## src/rtl/trivium_pkg.sv

```systemverilog
// Shared constants and types for the Trivium keystream generator and its consumers.
package trivium_pkg;
    localparam int BLK_W  = 512;
    localparam int NBYTES = BLK_W / 8;
    localparam int IDX_W  = $clog2(NBYTES);

    typedef enum logic {
        EMPTY = 1'b0,
        FULL  = 1'b1
    } state_t;

    typedef logic [IDX_W-1:0] byte_idx_t;
endpackage

```

## src/rtl/trivium_byte_sel.sv

```systemverilog
// Combinational keystream byte picker; byte 0 is the most significant byte of the block.
module trivium_byte_sel
    import trivium_pkg::*;
(
    input  logic [BLK_W-1:0] blk,
    input  byte_idx_t        idx,
    output logic [7:0]       byte_out
);

    always_comb begin
        byte_out = blk[BLK_W-1-8*idx -: 8];
    end

endmodule

```

## src/rtl/trivium_stream_xor.sv

```systemverilog
// Holds one keystream block and XORs it byte-by-byte onto a plaintext stream.
//
// state | meaning
// EMPTY | no usable keystream; accepting a new block, plaintext stalled
// FULL  | block held; plaintext bytes consumed from byte ptr upward
module trivium_stream_xor
    import trivium_pkg::*;
(
    input  logic             clk,
    input  logic             reset,
    input  logic [BLK_W-1:0] ks_data,
    input  logic             ks_valid,
    output logic             ks_ready,
    input  logic [7:0]       pt_data,
    input  logic             pt_last,
    input  logic             pt_valid,
    output logic             pt_ready,
    output logic [7:0]       ct_data,
    output logic             ct_last,
    output logic             ct_valid,
    input  logic             ct_ready,
    output logic [15:0]      msg_bytes
);

    state_t           state;
    state_t           state_nxt;
    logic [BLK_W-1:0] ks_buf;
    byte_idx_t        ptr;
    logic [7:0]       ks_byte;
    logic             last_seen;
    logic             ks_fire;
    logic             pt_fire;
    logic             ct_fire;
    logic             blk_done;

    trivium_byte_sel u_byte_sel (
        .blk      (ks_buf),
        .idx      (ptr),
        .byte_out (ks_byte)
    );

    assign ks_fire  = ks_valid && ks_ready;
    assign pt_fire  = pt_valid && pt_ready;
    assign ct_fire  = ct_valid && ct_ready;
    // A message never continues into the tail of a block, so pt_last retires it too.
    assign blk_done = pt_fire && (pt_last || (ptr == byte_idx_t'(NBYTES - 1)));

    always_ff @(posedge clk or posedge reset) begin
        if (reset) begin
            state <= EMPTY;
        end else begin
            state <= state_nxt;
        end
    end

    always_comb begin
        state_nxt = state;
        ks_ready  = 1'b0;
        pt_ready  = 1'b0;
        case (state)
            EMPTY: begin
                ks_ready = 1'b1;
                if (ks_valid) begin
                    state_nxt = FULL;
                end
            end
            FULL: begin
                pt_ready = !ct_valid || ct_ready;
                if (blk_done) begin
                    state_nxt = EMPTY;
                end
            end
            default: state_nxt = EMPTY;
        endcase
    end

    always_ff @(posedge clk or posedge reset) begin
        if (reset) begin
            ks_buf    <= '0;
            ptr       <= '0;
            ct_data   <= 8'h00;
            ct_last   <= 1'b0;
            ct_valid  <= 1'b0;
            msg_bytes <= 16'h0000;
            last_seen <= 1'b0;
        end else begin
            if (ks_fire) begin
                ks_buf <= ks_data;
                ptr    <= '0;
            end else if (pt_fire && !blk_done) begin
                ptr <= ptr + 1'b1;
            end

            if (pt_fire) begin
                ct_data   <= pt_data ^ ks_byte;
                ct_last   <= pt_last;
                ct_valid  <= 1'b1;
                msg_bytes <= last_seen ? 16'd1 : msg_bytes + 16'd1;
                last_seen <= pt_last;
            end else if (ct_fire) begin
                ct_valid <= 1'b0;
            end
        end
    end

endmodule

```

## config.mk

```make
export PLATFORM = sky130hd
export DESIGN_NAME = trivium_stream_xor
export DESIGN_NICKNAME = d
export VERILOG_FILES = /design/src/rtl/trivium_pkg.sv /design/src/rtl/trivium_byte_sel.sv /design/src/rtl/trivium_stream_xor.sv
export SDC_FILE = /design/constraint.sdc
export NUM_CORES = 2
export LEC_CHECK = 0
export CAP_MARGIN = 20
export CORE_MARGIN = 2
export CORE_UTILIZATION = 51
export CTS_BUF_LIST = sky130_fd_sc_hd__clkbuf_16
export DETAILED_ROUTE_END_ITERATION = 10
export GPL_ROUTABILITY_DRIVEN = 0
export GPL_TIMING_DRIVEN = 0
export PLACE_DENSITY = 0.81
export SLEW_MARGIN = 20
export SYNTH_ARGS = -nofsm -noshare
export SYNTH_HDL_FRONTEND = slang
export SYNTH_SLANG_ARGS = --single-unit
```

## constraint.sdc

```tcl
create_clock -name clk -period 22.9 [get_ports clk]
set_clock_uncertainty 0.1 [all_clocks]
set_input_delay 3.435 -clock clk [delete_from_list [all_inputs] [get_ports clk]]
set_output_delay 3.435 -clock clk [all_outputs]
set_load 0.01 [all_outputs]
```

==> flow_summary.yaml <==
setup_path:
  crit_top_cell: "clkdlybuf4s50_1"
  slowest_stage: "clkdlybuf4s50_1"
  crit_path_max_fanout: 3
  cp_data_arrival_time_ns: 4.73
  worst_ep_required_time_ns: 19.37
  worst-setup-path-type: "input pin to output port"
  worstSetupStartpointType: "input pin"
  endpoint_kind: "output port"
  critical_path.max_stage_delay_ns: 0.55
  path_cells: "clkdlybuf4s50_1 -> nand2b_1 -> and2_1 -> clkdlybuf4s50_1"
finish:
  area_delta_synth_final_pct: 33.5
  postLayoutCoreUtil_pct: 69.3
  final_net_count: 2805
  highest_count_cells_in_the_layout_ignoring_fill_and_taps: "clkdlybuf4s50_1 (553), dfrtp_1 (545), mux2_2 (513), mux2i_1 (81), mux4_2 (80)"
  filler_cell_count: 3385
  final_common_cell: "clkdlybuf4s50_1"
  layout-drive-gt1-share_pct: 31.0
drt:
  drt_iter0_drc: 1525
  drtAntennaViolNets: 0
  via_cell_ratio: 5.96
  postRouteWirelength_um: 84500
  route.detailed.wl_per_inst_um: 28.4
  route.vias.total: 17700
  drc_violations: 0
  dr_pass1_iterations: 5
synthesis:
  synth.top_cells.by_area: "dfrtp_1 (55%), mux2_2 (23%), mux4_2 (7.3%), mux2i_1 (3.3%), a22oi_1 (1.6%)"
  synthesis.instances: 1659
  synthesis.area_um2: 24800
  synth_warnings: 0
  synth_largest_area_cell: "dfrtp_1"
  syn_nets: 2187
  ys_seq_elements: 545
  postSynth.asyncResetShare_pct: 100
  syn_area_per_cell_um2: 15.0
  dominantRegCellSynth: "dfrtp_1"
  synth_top_area_share_pct: 55.0
  synth_cell_type_count: 54
  ys_seq_area_share_pct: 55.0
  synth-edff-count: 0
job:
  maxCapViolCount: 0
clocking:
  cts.repair_timing.setup_buffer_count: 0
  count_of_clock_tree_sinks: 545
  cts_resized: 0
  clock_latency_late_sink_ns: 0.61
  holdBufCountCts: 0
  clock_transition_at_the_registers_of_the_reported_paths_ns: 0.05
  clock_tree_root: "clkbuf_16"
  htree_num_levels: 2
  clk_path_buf_depth: 3
  clock_tree_from_tritoncts: "yes"
  cts_buffers: 57
timing:
  hold-worst-slack_ns: 0.397
  clock.fmax_mhz: 121
  post-route-min-period_ns: 8.27
  final_max_slew_viol_count: 0
  rsz0062_at_grt: "false"
  period_share_pct: 36.1
  hold_violations: 0
  final-setup-viol-count: 0
  worst_slew_pin_slew_ns: 1.14
  slew_headroom_pct: 24.0
global_route:
  grt_pass1_vias: 19000
  pin_count_of_the_biggest_net_entering_global_routing: 113
  grt_use_total_pct: 33.5
  global_route_wire_length_before_repair_um: 122000
  grt_antenna_before_repair: 41
  overflow: 0
placed_design:
  portBuffers: 553
  post_detailed_placement_half_perimeter_wirelength_um: 63900
floorplanning:
  pin_count: 554
  number_of_placement_rows: 80
  start_util_pct: 51.9
  die_y_um: 225
  dieArea_um2: 50400
  core_area_um2: 47800
  die_width_um: 225
power:
  share_comb_of_total_power_pct: 33.7
  power_frac_seq_pct: 41.1
  cell_internal_pwr_w: 0.00244
  power.density_cell_area_nw_per_um2: 107
  p_sw_share_pct: 31.2
  power.share.clock_pct: 25.2
  netSwitchingPower_w: 0.00110
  power_leakage_nw: 13.2
  worst_ir_drop_vdd_uv: 68.0
status:
  status: "completed"
hold_path:
  min-delay-path-class: "flip-flop to flip-flop"
[layer usage]
metal | track usage (%) | share of wire (%)
met5 | 0 | 0.062
met4 | 15.1 | 4.3
met1 | 43.6 | 39
met2 | 53.3 | 48
met3 | 8.66 | 8.8
[cells in the mapped netlist, drive strengths merged (8+ instances only)]
library cell and number:
a22o 8, a22oi 54, a31oi 8, and3 12, buf 43, clkbuf 75, dfrtp 545, mux2 513
mux2i 81, mux4 91, nand2 33, nand2b 10, nand3 29, nand4 15, nor2 26, nor3 9
o21ai 16, or3 11
[power groups by stage]
stage | Combinational, W | Sequential (W) | Clock, W
after floorplan | 0.000782 | 0.00141 | 0
after global placement | 0.00116 | 0.00145 | 0
after detailed placement | 0.00119 | 0.00146 | 0
after CTS | 0.00120 | 0.00145 | 0.000902
after global routing | 0.00126 | 0.00149 | 0.000941
final | 0.00119 | 0.00146 | 0.000894
[worst paths after layout]
check | startpoint | endpoint | slack, ns | cells after the start
max in group asynchronous | reset | ks_buf[236] | 18.29 | 4
worst min-delay path | ks_buf[410] | ks_buf[410] | 0.40 | 1
worst max-delay path | ct_ready | pt_ready | 14.63 | 4
worst max register to register | ptr[1] | ct_data[2] | 18.88 | 9
min in group asynchronous | reset | ks_buf[369] | 3.16 | 2
worst min register to register | ks_buf[410] | ks_buf[410] | 0.40 | 1
[per-stage QoR]
step | total power, W | worst slack (ns) | cells | cell area (um2) | setup TNS (ns)
after floorplan | 0.00219 | 4.13 | 1659 | 24800 | 0
after global placement | 0.00261 | -1.61 | 2827 | 31100 | -829.85
after detailed placement | 0.00265 | 14.63 | 2833 | 31300 | 0
after CTS | 0.00355 | 14.62 | 2937 | 33000 | 0
after global routing | 0.00369 | 14.57 | 2970 | 33100 | 0
final | 0.00354 | 14.63 | 2976 | 33100 | 0
[registers in the layout, summed over array words and instances, names as in the netlist]
| name | flops |
|---|---|
| ct_data | 8 |
| ct_last | 1 |
| ct_valid | 1 |
| ks_buf | 512 |
| msg_bytes | 16 |
| ptr | 6 |
| state | 1 |
[cells by family (layout without fill, tap and decap cells)]
kind of cell	Yosys count	after routing	share of synthesized area, %
other	0	39	0
buffers and inverters	124	787	2.41
AND/OR/NAND/NOR	168	168	3.53
XOR/XNOR	10	10	0.353
flip-flops	545	545	55.0
AO/OA/AOI/OAI	125	125	3.68
adder cells (fa/ha/maj)	2	2	0.101
multiplexers	685	685	35.0
[critical path, delay by kind of cell]
kind / cells / cell delay [ns]
buffers and inverters: 2 / 1.00
AND/OR/NAND/NOR: 2 / 0.29
[cell type report]
| type | instances | area, um2 | area share, % |
|---|---|---|---|
| inverters | 6 | 30.0 | 0.0906 |
| well taps | 615 | 769 | 2.32 |
| diodes | 39 | 97.6 | 0.294 |
| flip-flops and latches | 545 | 13600 | 41.1 |
| plain buffers | 118 | 577 | 1.74 |
| clock inverters | 47 | 338 | 1.02 |
| clock buffers | 57 | 1430 | 4.30 |
| multi-input cells | 990 | 10600 | 31.9 |
| repair buffers | 559 | 5680 | 17.1 |
No activity file was read; power rests on OpenSTA's default activity.
